--- src/rtl/spi_tx_master.sv ---
// SPI transmit-only master: frames from an external stream or an internal
// incrementing counter, with programmable clock divider and inter-frame gap.
module spi_tx_master #(
  parameter int unsigned DATA_W    = 8,
  parameter int unsigned DIV       = 2,
  parameter int unsigned GAP       = 2,
  parameter bit          LSB_FIRST = 1'b1
) (
  input  logic              sclk,
  input  logic              reset,
  input  logic              src_sel,
  input  logic [DATA_W-1:0] tx_data,
  input  logic              tx_valid,
  output logic              tx_ready,
  output logic              spi_clk,
  output logic              mosi,
  output logic              cs_n,
  output logic              busy,
  output logic              done
);

  localparam logic [1:0] S_IDLE  = 2'd0;
  localparam logic [1:0] S_SHIFT = 2'd1;
  localparam logic [1:0] S_GAP   = 2'd2;

  localparam int unsigned DIV_W = $clog2(2 * DIV);
  localparam int unsigned BIT_W = $clog2(DATA_W);
  localparam int unsigned GAP_W = $clog2(GAP) + 1;

  logic [1:0]        state, state_nxt;
  logic [DATA_W-1:0] shreg, shreg_nxt;
  logic [DATA_W-1:0] counter, counter_nxt;
  logic [DATA_W-1:0] frame, shifted;
  logic [DIV_W-1:0]  div_cnt, div_cnt_nxt;
  logic [BIT_W-1:0]  bit_cnt, bit_cnt_nxt;
  logic [GAP_W-1:0]  gap_cnt, gap_cnt_nxt;
  logic              spi_clk_nxt, mosi_nxt, cs_n_nxt, busy_nxt, done_nxt;

  function automatic logic first_bit(input logic [DATA_W-1:0] d);
    first_bit = LSB_FIRST ? d[0] : d[DATA_W-1];
  endfunction

  function automatic logic [DATA_W-1:0] shift_out(input logic [DATA_W-1:0] d);
    shift_out = LSB_FIRST ? {1'b0, d[DATA_W-1:1]} : {d[DATA_W-2:0], 1'b0};
  endfunction

  assign tx_ready = (state == S_IDLE) && !src_sel && reset;

  // Next-state and next-output logic
  always_comb begin
    state_nxt   = state;
    shreg_nxt   = shreg;
    counter_nxt = counter;
    div_cnt_nxt = div_cnt;
    bit_cnt_nxt = bit_cnt;
    gap_cnt_nxt = gap_cnt;
    spi_clk_nxt = spi_clk;
    mosi_nxt    = mosi;
    cs_n_nxt    = cs_n;
    done_nxt    = 1'b0;
    frame       = src_sel ? counter : tx_data;
    shifted     = shift_out(shreg);

    case (state)
      S_IDLE: begin
        if (src_sel || tx_valid) begin
          if (src_sel) counter_nxt = counter + DATA_W'(1);
          state_nxt   = S_SHIFT;
          shreg_nxt   = frame;
          mosi_nxt    = first_bit(frame);
          cs_n_nxt    = 1'b0;
          spi_clk_nxt = 1'b0;
          div_cnt_nxt = '0;
          bit_cnt_nxt = '0;
        end
      end
      S_SHIFT: begin
        if (div_cnt == DIV_W'(2 * DIV - 1)) begin
          div_cnt_nxt = '0;
          spi_clk_nxt = 1'b0;
          if (bit_cnt == BIT_W'(DATA_W - 1)) begin
            state_nxt   = S_GAP;
            cs_n_nxt    = 1'b1;
            mosi_nxt    = 1'b0;
            done_nxt    = 1'b1;
            gap_cnt_nxt = '0;
          end else begin
            bit_cnt_nxt = bit_cnt + BIT_W'(1);
            shreg_nxt   = shifted;
            mosi_nxt    = first_bit(shifted);
          end
        end else begin
          div_cnt_nxt = div_cnt + DIV_W'(1);
          if (div_cnt == DIV_W'(DIV - 1)) spi_clk_nxt = 1'b1;
        end
      end
      S_GAP: begin
        if (gap_cnt == GAP_W'(GAP - 1)) state_nxt = S_IDLE;
        else gap_cnt_nxt = gap_cnt + GAP_W'(1);
      end
      default: state_nxt = S_IDLE;
    endcase

    busy_nxt = (state_nxt != S_IDLE);
  end

  // State and registered outputs; synchronous active-low reset aborts any frame
  always_ff @(posedge sclk) begin
    if (!reset) begin
      state   <= S_IDLE;
      shreg   <= '0;
      counter <= DATA_W'(1);
      div_cnt <= '0;
      bit_cnt <= '0;
      gap_cnt <= '0;
      spi_clk <= 1'b0;
      mosi    <= 1'b0;
      cs_n    <= 1'b1;
      busy    <= 1'b0;
      done    <= 1'b0;
    end else begin
      state   <= state_nxt;
      shreg   <= shreg_nxt;
      counter <= counter_nxt;
      div_cnt <= div_cnt_nxt;
      bit_cnt <= bit_cnt_nxt;
      gap_cnt <= gap_cnt_nxt;
      spi_clk <= spi_clk_nxt;
      mosi    <= mosi_nxt;
      cs_n    <= cs_n_nxt;
      busy    <= busy_nxt;
      done    <= done_nxt;
    end
  end

endmodule

--- config.mk ---
export PLATFORM = sky130hd
export DESIGN_NAME = spi_tx_master
export DESIGN_NICKNAME = d
export VERILOG_FILES = /design/src/rtl/spi_tx_master.sv
export SDC_FILE = /design/constraint.sdc
export NUM_CORES = 1
export LEC_CHECK = 0
export BUFFER_PORTS_ARGS = -buffer_cell sky130_fd_sc_hd__buf_2
export CAP_MARGIN = 40
export CORE_ASPECT_RATIO = 1.2
export CORE_MARGIN = 3
export CORE_UTILIZATION = 23
export DETAILED_ROUTE_END_ITERATION = 8
export SYNTH_ARGS = -nofsm -noshare
export SYNTH_HDL_FRONTEND = slang
export SYNTH_SLANG_ARGS = --single-unit
--- constraint.sdc ---
create_clock -name sclk -period 1.7 [get_ports sclk]
set_clock_uncertainty 0.15 [all_clocks]
set_input_delay 0.255 -clock sclk [delete_from_list [all_inputs] [get_ports sclk]]
set_output_delay 0.255 -clock sclk [all_outputs]
set_load 0.05 [all_outputs]
==> results of run 1 <==
## power breakdown
part / switching [uW] / internal, uW
clock: 285 / 366
sequential: 17.2 / 705
combinational: 130 / 99.9
total: 432 / 1170
## synth_stat cells, types with 2 or more instances
| cell type | n | share of area |
|---|---|---|
| dfxtp_1 | 29 | 0.40 |
| a21oi_1 | 17 | 0.059 |
| nand2_1 | 11 | 0.029 |
| mux2i_1 | 10 | 0.070 |
| clkbuf_1 | 7 | 0.018 |
| ha_1 | 6 | 0.052 |
| mux2_2 | 6 | 0.047 |
| o21ai_0 | 6 | 0.021 |
| o22ai_1 | 6 | 0.026 |
| inv_1 | 5 | 0.013 |
| or3_1 | 5 | 0.022 |
| or4_1 | 5 | 0.026 |
| nand3_1 | 4 | 0.014 |
| nor2_1 | 4 | 0.010 |
| o311ai_0 | 4 | 0.024 |
| o31ai_1 | 4 | 0.021 |
| buf_2 | 3 | 0.010 |
| nand4_1 | 3 | 0.013 |
| nor2b_1 | 3 | 0.013 |
| nor3_1 | 3 | 0.010 |
| or2_2 | 3 | 0.013 |
| nand2b_1 | 2 | 0.0087 |
| nor4_1 | 2 | 0.0087 |
## stage by stage
| stage | hold WS [ns] | utilization |
|---|---|---|
| detailed placement | 0.308 | 0.293 |
| global route | 0.201 | 0.332 |
| finish | 0.183 | 0.332 |
| global placement | 0.302 | 0.293 |
| CTS | 0.170 | 0.313 |
| floorplan | 0.294 | - |
## critical path, delay by kind of cell, from the launching register on
family / cells / cell delay [ns]
AO/OA/AOI/OAI: 1 / 0.14
adder cells (fa/ha/maj): 1 / 0.14
buffers and inverters: 1 / 0.04
flip-flops: 1 / 0.33
AND/OR/NAND/NOR: 2 / 0.82
## state kept, by name, summed over array words and instances (netlist names)
name     flops
state        2
mosi         1
shreg        7
busy         1
div_cnt      2
counter      8
spi_clk      1
cs_n         1
bit_cnt      3
gap_cnt      2
done         1
## timing repair
| action | 4_1_cts | 5_1_grt |
|---|---|---|
| setup buffers | 1 | 1 |
| pin swaps | 4 | 8 |
| gates resized for setup | 4 | 22 |
| hold buffers | 0 | 0 |
| setup endpoints to repair | 9 | 15 |
## area by class of cell
| cell class | instances | area [um2] | area share |
|---|---|---|---|
| multi-input combinational | 115 | 908 | 0.468 |
| sequential | 29 | 587 | 0.302 |
| timing repair buffer | 34 | 226 | 0.117 |
| tap | 80 | 100 | 0.0515 |
| clock buffer | 7 | 96.3 | 0.0496 |
| inverter | 5 | 18.8 | 0.00966 |
| clock inverter | 1 | 5.00 | 0.00258 |
## cells by family after synthesis
family                     Yosys count  synth area share
and+or+nand+nor                     50             0.201
AOI/OAI and AO/OA                   42             0.179
adders and majority gates            6            0.0522
xor gates and xnor gates             1           0.00609
muxes                               16             0.117
buffers and inverters               15            0.0417
DFF                                 29             0.403
## path summary, 6_finish.rpt
check | cells after the start | endpoint | slack, ns | startpoint
hold reg to reg | 2 | spi_clk$_SDFFE_PN0P_ | 0.32 | spi_clk$_SDFFE_PN0P_
setup reg to reg | 5 | gap_cnt[1]$_SDFFE_PN0P_ | 0.008 | gap_cnt[1]$_SDFFE_PN0P_
setup / recovery | 5 | gap_cnt[1]$_SDFFE_PN0P_ | 0.008 | gap_cnt[1]$_SDFFE_PN0P_
hold / removal | 3 | counter[0]$_SDFFE_PN1P_ | 0.18 | reset
## routing by layer
metal	wire, um	up-vias
met1	1740	607
met4	105	0
met3	143	8
met2	1650	23
met5	0	-
li1	-	658
==> impl_metrics.csv, run 1 <==
group,metric,value,unit
yosys,async_flop_share,0,
job,drv_cap,0,
finish,final_cell_mix,"dfxtp_1, buf_2, a21oi_1, buf_4, nand2_1",
finish,nFillCells,645,
power,vdd_drop_max,0.000386,V
finish,final_common_cell,"dfxtp_1",
finish,antenna_cells,0,
timing,finalWorstSetupSlack,0.00807,ns
setup_path,slowest_delay,0.43,ns
timing,max_slew_margin,0.788,
timing,post-route-period-util,0.995,
timing,rsz0062_at_grt,"true",
grt,grt_pass1_wl,6120,um
setup_path,path_class,"flop to flop",
power,power.density,825,nW/um2
yosys,syn_area_per_cell,9.05,um2
yosys,syn_inst,159,
finish,syn_to_final_growth,35.0,%
cts,cts_buffer_depth,2,
routing,drc,0,
grt,antenna_found_initial,0,
grt,grt_busiest_layer,"met2",
place,dpl_cell_area,1710,um2
grt,use_met2,0.159,
finish,final_layout_size_suffix_gt1_frac,0.382,
timing,fmax,591,MHz
routing,antenna_left,0,
timing,setup_tns,0,ns
floorplanning,die_w,78.2,um
yosys,postSynthNetCount,177,
min_path,holdCritPathClass,"input port to flop",
cts,cts_made_buffers,5,
floorplanning,coreArea,5860,um2
cts,clockRootBuffer,"clkbuf_8",
cts,path_clk_slew,0.07,ns
cts,clkSinkCount,29,
power,power,1600,uW
floorplanning,initial_core_util,0.246,
routing,avgViaCountPerCell,4.78,
grt,gr-usage-met1,0.141,
place,place_congestion,0.730,
place,dpl_worst_slack,-0.0421,ns
setup_path,crit_slowest_cell,"or4_4",
grt,track_usage,0.109,
grt,met3_usage,0.0340,
floorplanning,fp.dieH,92.6,um
yosys,ys_ff_latch,29,
timing,report.final.slew_viol_count,0,
timing,hold_violations,0,
yosys,ys_dominant_reg_cell,"dfxtp_1",
grt,grt-ovfl-total,0,
routing,avgRoutedWirePerCell,13.4,um
routing,drtPass1Iterations,4,
yosys,ys_warn_count,0,
power,p_leak,0.000728,uW
cts,tritoncts,"built",
setup_path,arrival,1.76,ns
finish,stdcell_count,271,
place,place_inst,261,
grt,grt_pass1_vias,1253,
floorplanning,pin_count,18,
yosys,synth_enable_flop_cells,0,
outcome,outcome,"complete, no violations",
cts,clkLatencyLatePin,0.29,ns
yosys,ys_types,34,
floorplanning,die_area,7250,um2
setup_path,worstSetupStartpointType,"flop",
place,hpwl,2520,um
setup_path,cp_cell_sequence,"inv_2 > ha_4 > or3b_4 > or4_4 > a21oi_2",
routing,drt_iter0_drc,34,
timing,layout_min_cycle_time,1.69,ns
cts,h-tree-depth,2,
floorplanning,rows,30,
yosys,synth_area,1440,um2
finish,layout.nets,208,
yosys,ys_seq_area_frac,0.403,
finish,final_area,1940,um2
setup_path,cp-end-kind,"flop",
routing,num_vias,1296,
timing,finalSetupViolCount,0,
place,io_buffer_count,17,
grt,grt_start_max_net_pins,18,
timing,tightest_slew,0.315,ns
setup_path,required,1.76,ns
setup_path,path_max_fanout,5,
routing,totalWireLength,3640,um
Note: power is estimated with default switching activity, not from simulation.
==> run 2, diff against run 1 <==
--- a/config.mk
+++ b/config.mk
@@ -7,7 +7,7 @@
 export LEC_CHECK = 0
 export BUFFER_PORTS_ARGS = -buffer_cell sky130_fd_sc_hd__buf_2
 export CAP_MARGIN = 40
-export CORE_ASPECT_RATIO = 1.2
+export CORE_ASPECT_RATIO = 1.1
 export CORE_MARGIN = 3
 export CORE_UTILIZATION = 23
 export DETAILED_ROUTE_END_ITERATION = 8
==> impl_metrics.csv, run 2 (synthesis results as in run 1) <==
group,metric,value,unit
outcome,outcome,"complete, no violations",
cts,cts_made_buffers,5,
place,hpwl,2440,um
finish,final_common_cell,"dfxtp_1",
place,io_buffer_count,17,
finish,largestRegisters,"counter: 8 flops, shreg: 7 flops, bit_cnt: 3 flops",
routing,avgRoutedWirePerCell,12.9,um
place,place_congestion,0.801,
place,dpl_cell_area,1730,um2
routing,avgViaCountPerCell,4.72,
cts,path_clk_slew,0.07,ns
timing,finalSetupViolCount,0,
finish,final_cell_mix,"dfxtp_1, a21oi_1, buf_2, buf_4, nand2_1",
place,place_inst,261,
routing,drtPass1Iterations,2,
power,vdd_drop_max,0.000304,V
routing,top_layer_used,"met4",
finish,antenna_cells,0,
job,drv_cap,0,
cts,h-tree-depth,2,
timing,post-route-period-util,0.981,
floorplanning,die_area,7240,um2
timing,hold_violations,0,
cts,hold_buffers,0,
routing,wl_met2,1580,um
min_path,holdCritPathClass,"input port to flop",
finish,regMostFlops,"counter",
timing,rsz0062_at_grt,"true",
finish,seq_area,583,um2
cts,clockRootBuffer,"clkbuf_8",
finish,layout.nets,209,
cts,cts_setup_buffers,0,
floorplanning,pin_count,18,
grt,grt-ovfl-total,0,
setup_path,crit_family,"simple AND/OR/NAND/NOR gates",
routing,totalWireLength,3460,um
setup_path,path_class,"flop to flop",
setup_path,cp_num_buf_inv,1,
finish,largest_register_ff_count,8,
floorplanning,fp.dieH,89.0,um
cts,clkLatencyLatePin,0.28,ns
timing,fmax,600,MHz
floorplanning,initial_core_util,0.243,
grt,antenna_found_initial,0,
routing,antenna_left,0,
timing,max_slew_margin,0.780,
setup_path,crit_slowest_cell,"or4_4",
grt,grt_pass1_vias,1278,
grt,track_usage,0.105,
routing,num_vias,1270,
finish,final_layout_size_suffix_gt1_frac,0.354,
setup_path,slowest_delay,0.43,ns
setup_path,cp-end-kind,"flop",
setup_path,cp_cell_sequence,"inv_2 > ha_4 > or3b_4 > or4_4 > a21oi_2",
grt,grt_start_max_net_pins,19,
routing,drt_iter0_drc,51,
power,p_leak,0.000735,uW
setup_path,arrival,1.74,ns
routing,wl_met1,1670,um
routing,drc,0,
timing,layout_min_cycle_time,1.67,ns
setup_path,required,1.77,ns
cts,cts_buffer_depth,2,
finish,final_area,1940,um2
finish,stdcell_count,269,
power,power.density,872,nW/um2
setup_path,path_max_fanout,4,
cts,clkSinkCount,29,
floorplanning,die_w,81.4,um
timing,report.final.slew_viol_count,0,
finish,multi_input_area,891,um2
finish,syn_to_final_growth,34.8,%
floorplanning,rows,29,
setup_path,worstSetupStartpointType,"flop",
finish,nFillCells,625,
grt,grt_pass1_wl,5850,um
routing,route.met3.wl,146,um
timing,tightest_slew,0.325,ns
cts,tritoncts,"built",
floorplanning,coreArea,5910,um2
run 2: worst paths after layout:
kind,startpoint,endpoint,slack [ns],cells past startpoint
setup / recovery,gap_cnt[1]$_SDFFE_PN0P_,gap_cnt[1]$_SDFFE_PN0P_,0.03,5
setup reg to reg,gap_cnt[1]$_SDFFE_PN0P_,gap_cnt[1]$_SDFFE_PN0P_,0.03,5
hold reg to reg,mosi$_SDFFE_PN0P_,mosi$_SDFFE_PN0P_,0.31,2
hold / removal,reset,counter[0]$_SDFFE_PN1P_,0.19,3
run 2: where the power goes:
part,switching [uW],internal [uW]
Clock,266,477
Sequential,16.7,705
Combinational,128,98.9
run 2: routing by layer:
metal,vias up,track usage
met2,18,0.161
met4,0,0.0461
met1,586,0.137
met5,-,0
met3,8,0.0313
li1,658,-
run 2: worst reg2reg max path, delay by kind of cell (launching register included):
family,cells,cell delay [ns]
AO/OA/AOI/OAI,1,0.13
flip-flops,1,0.33
buffers and inverters,1,0.04
adder cells (fa/ha/maj),1,0.14
AND/OR/NAND/NOR,2,0.81
run 2: stage by stage:
stage | util | power, uW | hold WS [ns] | worst slack [ns] | TNS, ns
final | 0.328 | 1690 | 0.186 | 0.0322 | 0
after global routing | 0.328 | 1770 | 0.202 | -0.0267 | -0.104
after CTS | 0.313 | 1700 | 0.183 | 0.00173 | 0
after detailed placement | 0.293 | 950 | 0.309 | -0.0121 | -0.0243
after global placement | 0.293 | 949 | 0.301 | 0.0408 | 0
after floorplan | - | 876 | 0.294 | -0.0120 | -0.0120
run 2: what timing repair did:
item / 4_1_cts / 5_1_grt
gates resized for setup: 1 / 19
hold endpoints to repair: 0 / 0
endpoints found under the setup margin: 6 / 16
pin swaps: 1 / 8
run 2: final cells by class:
cell class / count / share of cell area
inverters: 5 / 0.00968
multi-input cells: 115 / 0.459
clock inverters: 1 / 0.0155
well taps: 77 / 0.0497
flip-flops and latches: 29 / 0.301
repair buffers: 35 / 0.121
clock buffers: 7 / 0.0445
==> run 3, diff against run 2 <==
--- a/config.mk
+++ b/config.mk
@@ -9,8 +9,9 @@
 export CAP_MARGIN = 40
 export CORE_ASPECT_RATIO = 1.1
 export CORE_MARGIN = 3
-export CORE_UTILIZATION = 23
+export CORE_UTILIZATION = 51
 export DETAILED_ROUTE_END_ITERATION = 8
+export PLACE_DENSITY = 0.74
 export SYNTH_ARGS = -nofsm -noshare
 export SYNTH_HDL_FRONTEND = slang
 export SYNTH_SLANG_ARGS = --single-unit
==> impl_metrics.csv, run 3 (synthesis results as in run 1) <==
group,metric,value,unit
floorplanning,die_w,56.6,um
routing,antenna_left,0,
min_path,hold_depth,3,
floorplanning,rows,19,
cts,clkSinkCount,29,
setup_path,required,1.82,ns
grt,grt_start_max_net_pins,16,
setup_path,cp-end-kind,"flop",
place,place_congestion,0.882,
setup_path,reg2reg_slack,0.007,ns
finish,multi_input_area,883,um2
grt,grt_pass1_wl,5240,um
finish,final_common_cell,"dfxtp_1",
cts,cts_made_buffers,5,
grt,grt_pass1_vias,1200,
routing,drtPass1Iterations,4,
setup_path,path_class,"flop to flop",
min_path,hold_path_end,"counter[0]$_SDFFE_PN1P_",
setup_path,rr_startpoint,"gap_cnt[1]$_SDFFE_PN0P_",
setup_path,worstRegToRegCells,5,
routing,totalWireLength,3350,um
finish,final_util,0.715,
routing,drc,0,
floorplanning,coreArea,2590,um2
finish,largest_register_ff_count,8,
timing,layout_min_cycle_time,1.69,ns
timing,setup_tns,0,ns
finish,final_layout_size_suffix_gt1_frac,0.360,
floorplanning,initial_core_util,0.555,
grt,antenna_found_initial,0,
min_path,min_from,"reset",
finish,layout.nets,206,
place,hpwl,2330,um
finish,syn_to_final_growth,28.8,%
cts,h-tree-depth,2,
place,place_inst,211,
timing,max_slew_margin,0.760,
finish,stdcell_count,220,
timing,fmax,591,MHz
cts,tritoncts,"built",
cts,path_clk_slew,0.10,ns
timing,report.final.slew_viol_count,0,
cts,clockRootBuffer,"clkbuf_4",
timing,tightest_slew,0.355,ns
timing,finalSetupViolCount,0,
routing,avgRoutedWirePerCell,15.2,um
setup_path,r2r-end,"gap_cnt[1]$_SDFFE_PN0P_",
finish,largestRegisters,"counter: 8 flops, shreg: 7 flops, bit_cnt: 3 flops",
place,io_buffer_count,17,
cts,cts_buffer_depth,2,
outcome,outcome,"complete, no violations",
finish,final_cell_mix,"dfxtp_1, buf_2, a21oi_1, buf_4, nand2_1",
routing,avgViaCountPerCell,5.91,
setup_path,arrival,1.81,ns
timing,hold_ws,0.130,ns
timing,rsz0062_at_grt,"true",
routing,drt_iter0_drc,44,
grt,grt-ovfl-total,0,
floorplanning,fp.dieH,61.7,um
min_path,holdCritPathClass,"input port to flop",
grt,track_usage,0.194,
finish,nFillCells,209,
setup_path,path_max_fanout,6,
routing,num_vias,1301,
timing,hold_violations,0,
finish,regMostFlops,"counter",
power,power.density,887,nW/um2
cts,clkLatencyLatePin,0.33,ns
finish,antenna_cells,0,
floorplanning,die_area,3500,um2
job,drv_cap,0,
floorplanning,pin_count,18,
timing,post-route-period-util,0.996,
finish,seq_area,591,um2
power,p_leak,0.000717,uW
setup_path,worstSetupStartpointType,"flop",
power,vdd_drop_max,0.000926,V
-- run 3: cell types whose count changed in the layout (fill, tap and decap cells not counted), sizes merged --
cell,before,now
buf,35,32
clkbuf,7,5
bufinv,1,2
clkinv,0,1
-- run 3: power breakdown --
part / switching [uW] / internal (uW) / leakage [uW]
Sequential: 18.7 / 704 / 0.000239
Clock: 251 / 455 / 0.0000552
Combinational: 122 / 93.3 / 0.000423
Total: 391 / 1250 / 0.000717
-- run 3: timing repair --
action / CTS / global route
resized for setup: 7 / 18
hold buffers: 0 / 0
buffers inserted: 0 / 1
pin swaps: 3 / 7
setup endpoints to repair: 11 / 14
hold endpoints to repair: 0 / 0
-- run 3: area by class of cell --
type / instances / share of cell area
repair buffers: 32 / 0.118
multi-input cells: 115 / 0.477
inverters: 5 / 0.0101
well taps: 31 / 0.0209
flip-flops and latches: 29 / 0.319
clock inverters: 3 / 0.0351
clock buffers: 5 / 0.0203
-- run 3: critical path, stage by stage, from the launching register on --
cell     delay, ns
dfxtp_2       0.34
inv_1         0.04
ha_1          0.16
or3b_4        0.40
or4_4         0.42
a21oi_2       0.12
-- run 3: how the worst max path moves through the flow --
stage | startpoint | end | slack [ns] | cells after the start
floorplan | state[0]$_SDFF_PN0_ | tx_ready | -0.01 | 3
global placement | bit_cnt[0]$_SDFFE_PN0P_ | shreg[3]$_SDFFE_PN0P_ | 0.05 | 5
detailed placement | bit_cnt[0]$_SDFFE_PN0P_ | shreg[3]$_SDFFE_PN0P_ | -0.03 | 5
CTS | state[0]$_SDFF_PN0_ | counter[3]$_SDFFE_PN0P_ | -0.002 | 4
global route | gap_cnt[1]$_SDFFE_PN0P_ | gap_cnt[1]$_SDFFE_PN0P_ | -0.05 | 5
finish | gap_cnt[1]$_SDFFE_PN0P_ | gap_cnt[1]$_SDFFE_PN0P_ | 0.007 | 5
-- run 3: metal layers --
layer  track usage  routed length, um  up-vias
li1              -                  -      654
met4        0.0915                 27        0
met3        0.0579                130        4
met1         0.239               1560      619
met2         0.315               1630       24
met5             0                  0        -
-- run 3: metrics by stage --
step           worst slack (ns)  area [um2]  total power [uW]
6_report                0.00676        1850              1640
5_1_grt                 -0.0538        1850              1700
4_1_cts                -0.00180        1770              1650
3_5_place_dp            -0.0287        1640               940
3_3_place_gp             0.0502        1640               937
2_1_floorplan           -0.0120        1460               876
